### config.mk
export PLATFORM = sky130hd
export DESIGN_NAME = jk_cmd_seq_flat
export DESIGN_NICKNAME = d
export VERILOG_FILES = /design/src/rtl/jk_cmd_seq_if.sv /design/src/rtl/jk_cmd_seq.sv /design/src/flat_wrapper.sv
export SDC_FILE = /design/constraint.sdc
export NUM_CORES = 1
export LEC_CHECK = 0
export ABC_AREA = 1
export BUFFER_PORTS_ARGS = -buffer_cell sky130_fd_sc_hd__buf_2
export CELL_PAD_IN_SITES_DETAIL_PLACEMENT = 1
export CELL_PAD_IN_SITES_GLOBAL_PLACEMENT = 1
export CORE_ASPECT_RATIO = 1.4
export CORE_MARGIN = 1
export CORE_UTILIZATION = 33
export CTS_BUF_LIST = sky130_fd_sc_hd__clkbuf_16
export DETAILED_ROUTE_END_ITERATION = 10
export PLACE_DENSITY_LB_ADDON = 0.1
export SKIP_CTS_REPAIR_TIMING = 1
export SYNTH_ARGS = -nofsm -noshare
export SYNTH_HDL_FRONTEND = slang
export SYNTH_SLANG_ARGS = --single-unit
export TNS_END_PERCENT = 50
### constraint.sdc
create_clock -name CLK -period 1.37 [get_ports CLK]
set_input_delay 0 -clock CLK [delete_from_list [all_inputs] [get_ports CLK]]
set_output_delay 0 -clock CLK [all_outputs]
set_load 0.005 [all_outputs]
### src/rtl/jk_cmd_seq_if.sv
// Command handshake bundle for jk_cmd_seq: valid/ready plus the op, mask and repeat fields.
// The master drives a command and the slave (the sequencer) answers with ready.
interface jk_cmd_seq_if #(
  parameter int WIDTH = 4,
  parameter int CNT_W = 8
);
  logic             CMD_VALID;
  logic             CMD_READY;
  logic [1:0]       CMD_OP;
  logic [WIDTH-1:0] CMD_MASK;
  logic [CNT_W-1:0] CMD_REP;

  modport master (
    output CMD_VALID,
    output CMD_OP,
    output CMD_MASK,
    output CMD_REP,
    input  CMD_READY
  );

  modport slave (
    input  CMD_VALID,
    input  CMD_OP,
    input  CMD_MASK,
    input  CMD_REP,
    output CMD_READY
  );
endinterface

### src/rtl/jk_cmd_seq.sv
// Command sequencer for a bank of JK cells: turns set/clear/toggle/hold commands into J/K/SN/RN
// drive, tracks the expected cell state in SHADOW and flags disagreement with the Q feedback.
module jk_cmd_seq #(
  parameter int WIDTH = 4,
  parameter int CNT_W = 8
) (
  input  logic             CLK,
  input  logic             RST,
  jk_cmd_seq_if.slave      cmd,
  output logic [WIDTH-1:0] J,
  output logic [WIDTH-1:0] K,
  output logic [WIDTH-1:0] SN,
  output logic [WIDTH-1:0] RN,
  input  logic [WIDTH-1:0] Q_FB,
  output logic             BUSY,
  output logic [WIDTH-1:0] SHADOW,
  output logic             ERR,
  output logic [WIDTH-1:0] ERR_MASK
);

  localparam logic [1:0] ST_IDLE  = 2'd0;
  localparam logic [1:0] ST_DRIVE = 2'd1;
  localparam logic [1:0] ST_CHECK = 2'd2;

  localparam logic [1:0] OP_HOLD   = 2'b00;
  localparam logic [1:0] OP_SET    = 2'b01;
  localparam logic [1:0] OP_CLEAR  = 2'b10;
  localparam logic [1:0] OP_TOGGLE = 2'b11;

  localparam logic [CNT_W-1:0] CNT_ONE = {{(CNT_W-1){1'b0}}, 1'b1};

  logic [1:0]       r_state;
  logic [1:0]       r_op;
  logic [WIDTH-1:0] r_mask;
  logic [CNT_W-1:0] r_cnt;
  logic [WIDTH-1:0] r_shadow;
  logic [WIDTH-1:0] r_errMask;
  logic             r_rstd;

  logic             w_ready;
  logic             w_accept;
  logic [CNT_W-1:0] w_count;
  logic [WIDTH-1:0] w_shadowNext;
  logic [WIDTH-1:0] w_errMask;

  // r_rstd marks the cycle following a reset edge, so the cells get cleared through RN.
  assign w_ready  = (r_state == ST_IDLE) && !r_rstd;
  assign w_accept = w_ready && cmd.CMD_VALID;
  assign w_count  = ((cmd.CMD_OP == OP_TOGGLE) && (cmd.CMD_REP != '0)) ? cmd.CMD_REP : CNT_ONE;

  always_comb begin
    w_shadowNext = r_shadow;
    case (r_op)
      OP_SET:    w_shadowNext = r_shadow | r_mask;
      OP_CLEAR:  w_shadowNext = r_shadow & ~r_mask;
      OP_TOGGLE: w_shadowNext = r_shadow ^ r_mask;
      default:   w_shadowNext = r_shadow;
    endcase
  end

  assign w_errMask = r_errMask | ((r_state == ST_CHECK) ? (Q_FB ^ r_shadow) : '0);

  always_ff @(posedge CLK) begin
    if (RST) begin
      r_state   <= ST_IDLE;
      r_op      <= OP_HOLD;
      r_mask    <= '0;
      r_cnt     <= '0;
      r_shadow  <= '0;
      r_errMask <= '0;
      r_rstd    <= 1'b1;
    end else begin
      r_rstd <= 1'b0;
      case (r_state)
        ST_IDLE: begin
          if (w_accept) begin
            r_op    <= cmd.CMD_OP;
            r_mask  <= cmd.CMD_MASK;
            r_cnt   <= w_count;
            r_state <= ST_DRIVE;
          end
        end
        ST_DRIVE: begin
          r_shadow <= w_shadowNext;
          if (r_cnt == CNT_ONE) begin
            r_state <= ST_CHECK;
          end else begin
            r_cnt <= r_cnt - CNT_ONE;
          end
        end
        ST_CHECK: begin
          r_errMask <= w_errMask;
          r_state   <= ST_IDLE;
        end
        default: r_state <= ST_IDLE;
      endcase
    end
  end

  // Only masked bits leave idle drive; SN and RN are never pulled low together.
  always_comb begin
    J  = '0;
    K  = '0;
    SN = '1;
    RN = '1;
    if (r_rstd) begin
      RN = '0;
    end else if (r_state == ST_DRIVE) begin
      case (r_op)
        OP_SET:    SN = ~r_mask;
        OP_CLEAR:  RN = ~r_mask;
        OP_TOGGLE: begin
          J = r_mask;
          K = r_mask;
        end
        default: ;
      endcase
    end
  end

  assign cmd.CMD_READY = w_ready;
  assign BUSY          = (r_state == ST_DRIVE) || (r_state == ST_CHECK);
  assign SHADOW        = r_shadow;
  assign ERR_MASK      = w_errMask;
  assign ERR           = |w_errMask;

endmodule

### src/flat_wrapper.sv
// flat-port wrapper written by rule: the top's interface ports become plain ports
module jk_cmd_seq_flat 
#(
  parameter int WIDTH = 4,
  parameter int CNT_W = 8
)
  (CLK, RST, J, K, SN, RN, Q_FB, BUSY, SHADOW, ERR, ERR_MASK, cmd_CMD_VALID, cmd_CMD_OP, cmd_CMD_MASK, cmd_CMD_REP, cmd_CMD_READY);
  jk_cmd_seq_if #(.WIDTH(WIDTH), .CNT_W(CNT_W)) cmd_i ();
  input  logic CLK;
  input  logic RST;
  output logic [WIDTH-1:0] J;
  output logic [WIDTH-1:0] K;
  output logic [WIDTH-1:0] SN;
  output logic [WIDTH-1:0] RN;
  input  logic [WIDTH-1:0] Q_FB;
  output logic BUSY;
  output logic [WIDTH-1:0] SHADOW;
  output logic ERR;
  output logic [WIDTH-1:0] ERR_MASK;
  input wire logic [$bits(cmd_i.CMD_VALID)-1:0] cmd_CMD_VALID;
  input wire logic [$bits(cmd_i.CMD_OP)-1:0] cmd_CMD_OP;
  input wire logic [$bits(cmd_i.CMD_MASK)-1:0] cmd_CMD_MASK;
  input wire logic [$bits(cmd_i.CMD_REP)-1:0] cmd_CMD_REP;
  output wire logic [$bits(cmd_i.CMD_READY)-1:0] cmd_CMD_READY;
  assign cmd_i.CMD_VALID = cmd_CMD_VALID;
  assign cmd_i.CMD_OP = cmd_CMD_OP;
  assign cmd_i.CMD_MASK = cmd_CMD_MASK;
  assign cmd_i.CMD_REP = cmd_CMD_REP;
  assign cmd_CMD_READY = cmd_i.CMD_READY;
  jk_cmd_seq #(.WIDTH(WIDTH), .CNT_W(CNT_W)) u_core (.CLK(CLK), .RST(RST), .cmd(cmd_i), .J(J), .K(K), .SN(SN), .RN(RN), .Q_FB(Q_FB), .BUSY(BUSY), .SHADOW(SHADOW), .ERR(ERR), .ERR_MASK(ERR_MASK));
endmodule
==> flow_summary.json, run 1 <==
{
  "r2r_setup_slack_ps": -20,
  "drt_wl_total_um": 6050,
  "drc_errors": 0,
  "drt-pass1-iter-count": 4,
  "yosysTopAreaCell": "dfxtp_1",
  "vias_per_cell": 4.95,
  "cp.arrival_ps": 1410,
  "die_area_um2": 5670,
  "cp-startpoint": "u_core.r_state[1]$_SDFFE_PP0P_",
  "cts_htree_levels": 1,
  "fin_crit_ps": 1410,
  "grt_max_degree": 17,
  "hold_viol": 4,
  "critPathCapture": "K[2]",
  "setup_ws_ps": -36.5,
  "hold_class": "primary input to flip-flop",
  "clock_latency_ps": 260,
  "final_antenna_net_count": 0,
  "insertedDiodeCount": 0,
  "power_density_nw_per_um2": 1580,
  "cap_violations": 0,
  "r2r_start": "u_core.r_state[0]$_SDFFE_PP0P_",
  "grt_pass1_wl_um": 9120,
  "antenna_found_initial": 0,
  "cp_data_required_time_ps": 1370,
  "fmax_ghz": 0.711,
  "ys_ff_latch": 25,
  "clkTransAtPathRegs_ps": 70,
  "cp_max_fo": 6,
  "mostFrequentLayoutCells": "nand2_1, buf_2, nor2_1",
  "fill_cells": 687,
  "port_buffers": 47,
  "wl_per_cell_um": 14.9,
  "overflow": 0,
  "finalMaxSlewViolations": 0,
  "cts_tree": "done",
  "maxSlewHeadroom": 0.697,
  "rsz0062_at_grt": "yes",
  "fp.dieW_um": 64.0,
  "layout_commonest_cell": "nand2_1",
  "core-area_um2": 5160,
  "ys_types": 24,
  "numClockSinks": 25,
  "ys_top_cells_by_area": "dfxtp_1, nand2_1, ha_1",
  "status": "complete, but fails checks",
  "cts_buffer_depth": 2,
  "num-nets-final": 377,
  "end_kind": "primary output",
  "die_h_um": 88.7,
  "synth_area_um2": 1770,
  "area_delta_synth_final_pct": 46.6,
  "skew_ps": 1.77,
  "via_count": 2016,
  "fin_crit_sh": 1.03,
  "timing.rr.end": "u_core.r_cnt[0]$_SDFFE_PP0P_",
  "cts_made_buffers": 3,
  "dp_worst_setup_slack_ps": -126,
  "dp_hpwl_um": 4530,
  "track_usage": 0.210,
  "violations": "hold timing, setup timing",
  "synthesis.nets": 302,
  "ioPinCount": 48,
  "regArea_um2": 513,
  "synthCells": 267,
  "fin_hold_ws_ps": -31.2,
  "irDropWorstVdd_mv": 0.671,
  "gp_congestion": 0.798,
  "cts-root-buf": "clkbuf_16",
  "drt_iter0_drc": 88,
  "multi_input_area_um2": 1270,
  "grt_pass1_vias": 2048,
  "crit_path_start_kind": "flip-flop",
  "yosysTopAreaCellShare": 0.282,
  "drive_gt1_frac": 0.422,
  "initial_core_util": 0.344,
  "ys_seq_area_frac": 0.282,
  "tightestPinTransition_ps": 455,
  "reg2regPathDepth": 10,
  "syn_avg_cell_area_um2": 6.64,
  "crit_type": "flip-flop to primary output",
  "fp-row-count": 31,
  "setup_viol": 11,
  "power_mw": 4.11,
  "p_leak_nw": 1.26,
  "yosysWarnings": 0
}
[metrics by stage]
step / hold WS, ps / cell area, um2 / std cells / utilization / TNS (ps)
finish: -31.2 / 2600 / 407 / 0.504 / -177
global placement: 212 / 2240 / 398 / 0.434 / -702
CTS: -66.4 / 2320 / 402 / 0.449 / -5070
global route: -10.8 / 2600 / 407 / 0.504 / -1980
floorplan: 27.7 / 1780 / 267 / - / 0
detailed placement: 207 / 2240 / 398 / 0.434 / -1850
[how the worst min path moves through the flow]
stage | start | endpoint | slack [ps] | depth (start not counted)
2_1_floorplan | RST | u_core.r_rstd$_DFF_P_ | 30 | 0
3_3_place_gp | RST | u_core.r_rstd$_DFF_P_ | 210 | 1
3_5_place_dp | RST | u_core.r_rstd$_DFF_P_ | 210 | 1
4_1_cts | RST | u_core.r_rstd$_DFF_P_ | -70 | 1
5_1_grt | RST | u_core.r_errMask[1]$_SDFFE_PP0P_ | -10 | 2
6_report | RST | u_core.r_errMask[0]$_SDFFE_PP0P_ | -30 | 2
[per-layer routing]
layer | up-vias | track usage | share of wire
met5 | - | 0 | 0
met4 | 0 | 0.0723 | 0.017
met3 | 9 | 0.0155 | 0.021
met2 | 33 | 0.462 | 0.59
met1 | 964 | 0.196 | 0.37
li1 | 1010 | - | -
[synthesized netlist by cell type, drive strengths merged]
library cell and number:
buf 11, dfxtp 25, or2 7, a21oi 12, nor2 36, nand3 22
nor3b 1, nor4 4, inv 37, a31oi 4, nand2 62, o21ai 15
nand3b 6, clkbuf 1, nand4 7, a41oi 3, ha 14
[power by group]
part	switching [mW]	internal [mW]	total (mW)
sequential	0.159	0.908	1.07
clock	0.288	0.395	0.683
combinational	1.35	1.00	2.36
total	1.80	2.31	4.11
[final cells by class]
| class | instances | share of cell area |
|---|---|---|
| inverter | 37 | 0.0554 |
| tap | 66 | 0.0318 |
| sequential | 25 | 0.197 |
| clock inverter | 1 | 0.00193 |
| multi-input combinational | 194 | 0.491 |
| clock buffer | 3 | 0.0289 |
| timing repair buffer | 81 | 0.194 |
[sequential cells by signal (all words and copies together), names as in the netlist]
signal / count
u_core.r_state: 2
u_core.r_rstd: 1
u_core.r_errMask: 4
u_core.r_cnt: 8
u_core.r_op: 2
u_core.r_mask: 4
u_core.SHADOW: 4
[critical path, cell delays in order (launching register included)]
cell     delay [ps]
dfxtp_2         340
inv_4            70
ha_4            150
inv_2            70
buf_6           150
nor4_4          220
buf_2           160
[logic make-up (layout without fill, tap and decap cells)]
logic type	after synthesis	after routing	synth area share
buffers and inverters	49	122	0.124
AO/OA/AOI/OAI	34	34	0.107
AND/OR/NAND/NOR	145	146	0.387
flip-flops	25	25	0.282
adder cells (fa/ha/maj)	14	14	0.0988
Power figures use the tool's default switching activity.
==> inputs of run 2 (changes only) <==
--- a/config.mk
+++ b/config.mk
@@ -11,11 +11,12 @@
 export CELL_PAD_IN_SITES_GLOBAL_PLACEMENT = 1
 export CORE_ASPECT_RATIO = 1.4
 export CORE_MARGIN = 1
-export CORE_UTILIZATION = 33
+export CORE_UTILIZATION = 23
 export CTS_BUF_LIST = sky130_fd_sc_hd__clkbuf_16
 export DETAILED_ROUTE_END_ITERATION = 10
 export PLACE_DENSITY_LB_ADDON = 0.1
 export SKIP_CTS_REPAIR_TIMING = 1
+export SKIP_LAST_GASP = 1
 export SYNTH_ARGS = -nofsm -noshare
 export SYNTH_HDL_FRONTEND = slang
 export SYNTH_SLANG_ARGS = --single-unit
==> flow_summary.json, run 2 (synthesis gave the netlist of run 1 again) <==
{
  "status": "complete, but fails checks",
  "violations": "setup timing",
  "initial_core_util": 0.239,
  "finalMaxSlewViolations": 0,
  "clock_latency_ps": 260,
  "critPathSlowestCell": "dfxtp_4",
  "vias_per_cell": 4.53,
  "cp.arrival_ps": 1440,
  "grt_max_degree": 19,
  "rsz0062_at_grt": "yes",
  "gp_congestion": 0.774,
  "drt_wl_total_um": 6060,
  "grt_pass1_wl_um": 9360,
  "grt_pass1_vias": 1951,
  "setup_viol": 15,
  "cts_tree": "done",
  "maxSlewHeadroom": 0.702,
  "crit_type": "flip-flop to primary output",
  "fin_crit_sh": 1.05,
  "hold_viol": 0,
  "regMostFlops": "u_core.r_cnt",
  "fmax_ghz": 0.696,
  "fp-row-count": 37,
  "cts-root-buf": "clkbuf_16",
  "regArea_um2": 512,
  "core-area_um2": 7410,
  "cts_made_buffers": 3,
  "drt-pass1-iter-count": 4,
  "hold_class": "primary input to flip-flop",
  "power_density_nw_per_um2": 1550,
  "end_kind": "primary output",
  "area_delta_synth_final_pct": 51.6,
  "largest_register_ffs": 8,
  "fin_crit_ps": 1440,
  "via_count": 2001,
  "die_area_um2": 8070,
  "cpPeakStageDelay_ps": 370,
  "path_buf_inv": 4,
  "wl_per_cell_um": 13.7,
  "drt_iter0_drc": 42,
  "drc_errors": 0,
  "drive_gt1_frac": 0.420,
  "track_usage": 0.148,
  "ioPinCount": 48,
  "num-nets-final": 381,
  "overflow": 0,
  "port_buffers": 47,
  "antenna_found_initial": 0,
  "insertedDiodeCount": 0,
  "mostFrequentLayoutCells": "nand2_1, buf_2, nor2_1, buf_4, inv_1",
  "timing.setup.tns_ps": -416,
  "crit_path_start_kind": "flip-flop",
  "crit_chain": "inv_4 > ha_4 > buf_4 > buf_12 > a31oi_1 > buf_2",
  "cts_htree_levels": 1,
  "final_antenna_net_count": 0,
  "cts_buffer_depth": 2,
  "skew_ps": 1.29,
  "p_leak_nw": 1.26,
  "setup_ws_ps": -65.8,
  "cp_max_fo": 16,
  "irDropWorstVdd_mv": 0.618,
  "multi_input_area_um2": 1280,
  "fp.dieW_um": 76.2,
  "cap_violations": 0,
  "dp_hpwl_um": 4650,
  "critical_path.top_delay_family": "buffers and inverters",
  "tightestPinTransition_ps": 447,
  "clkTransAtPathRegs_ps": 70,
  "power_mw": 4.15,
  "die_h_um": 106,
  "cp_data_required_time_ps": 1370,
  "numClockSinks": 25,
  "layout_commonest_cell": "nand2_1",
  "fill_cells": 950
}
## run 2: cell types whose count changed in the layout (fill, tap and decap cells not counted), moves of 2 or more
cell / before / now
inv_2: 9 / 7
nand2_2: 9 / 11
buf_4: 30 / 34
dfxtp_1: 17 / 20
dfxtp_2: 7 / 3
ha_2: 2 / 0
## run 2: area by class of cell
| type | instances | area share |
|---|---|---|
| tap | 97 | 0.0452 |
| inverter | 37 | 0.0559 |
| clock buffer | 3 | 0.0279 |
| clock inverter | 1 | 0.00140 |
| timing repair buffer | 85 | 0.202 |
| multi-input combinational | 194 | 0.477 |
| sequential | 25 | 0.190 |
## run 2: final timing paths
check,start,to,slack (ps),cells after the start
worst min register to register,u_core.r_errMask[0]$_SDFFE_PP0P_,u_core.r_errMask[0]$_SDFFE_PP0P_,520,4
worst max-delay path,u_core.r_state[1]$_SDFFE_PP0P_,RN[1],-70,6
worst min-delay path,cmd_CMD_MASK[1],u_core.r_mask[1]$_SDFFE_PP0P_,9,3
worst max register to register,u_core.r_state[1]$_SDFFE_PP0P_,u_core.r_cnt[6]$_SDFFE_PP0P_,0,9
## run 2: where the power goes
group	internal, mW	switching, mW	total, mW
Sequential	0.907	0.170	1.08
Combinational	1.05	1.35	2.40
Clock	0.392	0.282	0.673
Total	2.35	1.80	4.15
## run 2: metal layers
metal / global-route usage / part of all wire
met4: 0.0549 / 0.016
met1: 0.155 / 0.40
met3: 0.0156 / 0.020
met2: 0.295 / 0.56
met5: 0 / 0
## run 2: per-stage QoR
stage | utilization | hold slack (ps) | setup WS (ps) | instances | instance area, um2
final | 0.363 | 8.69 | -65.8 | 442 | 2690
after global routing | 0.363 | 21.6 | -121 | 442 | 2690
after CTS | 0.320 | -56.5 | -272 | 433 | 2370
after detailed placement | 0.309 | 224 | -109 | 429 | 2290
after global placement | 0.309 | 226 | -50.9 | 429 | 2290
after floorplan | - | 27.7 | 4.64 | 267 | 1780
## run 2: tightest hold or removal path: cells and delay by family
| family | cells | cell delay, ps |
|---|---|---|
| buffers and inverters | 1 | 70 |
| AOI/OAI and AO/OA | 2 | 170 |
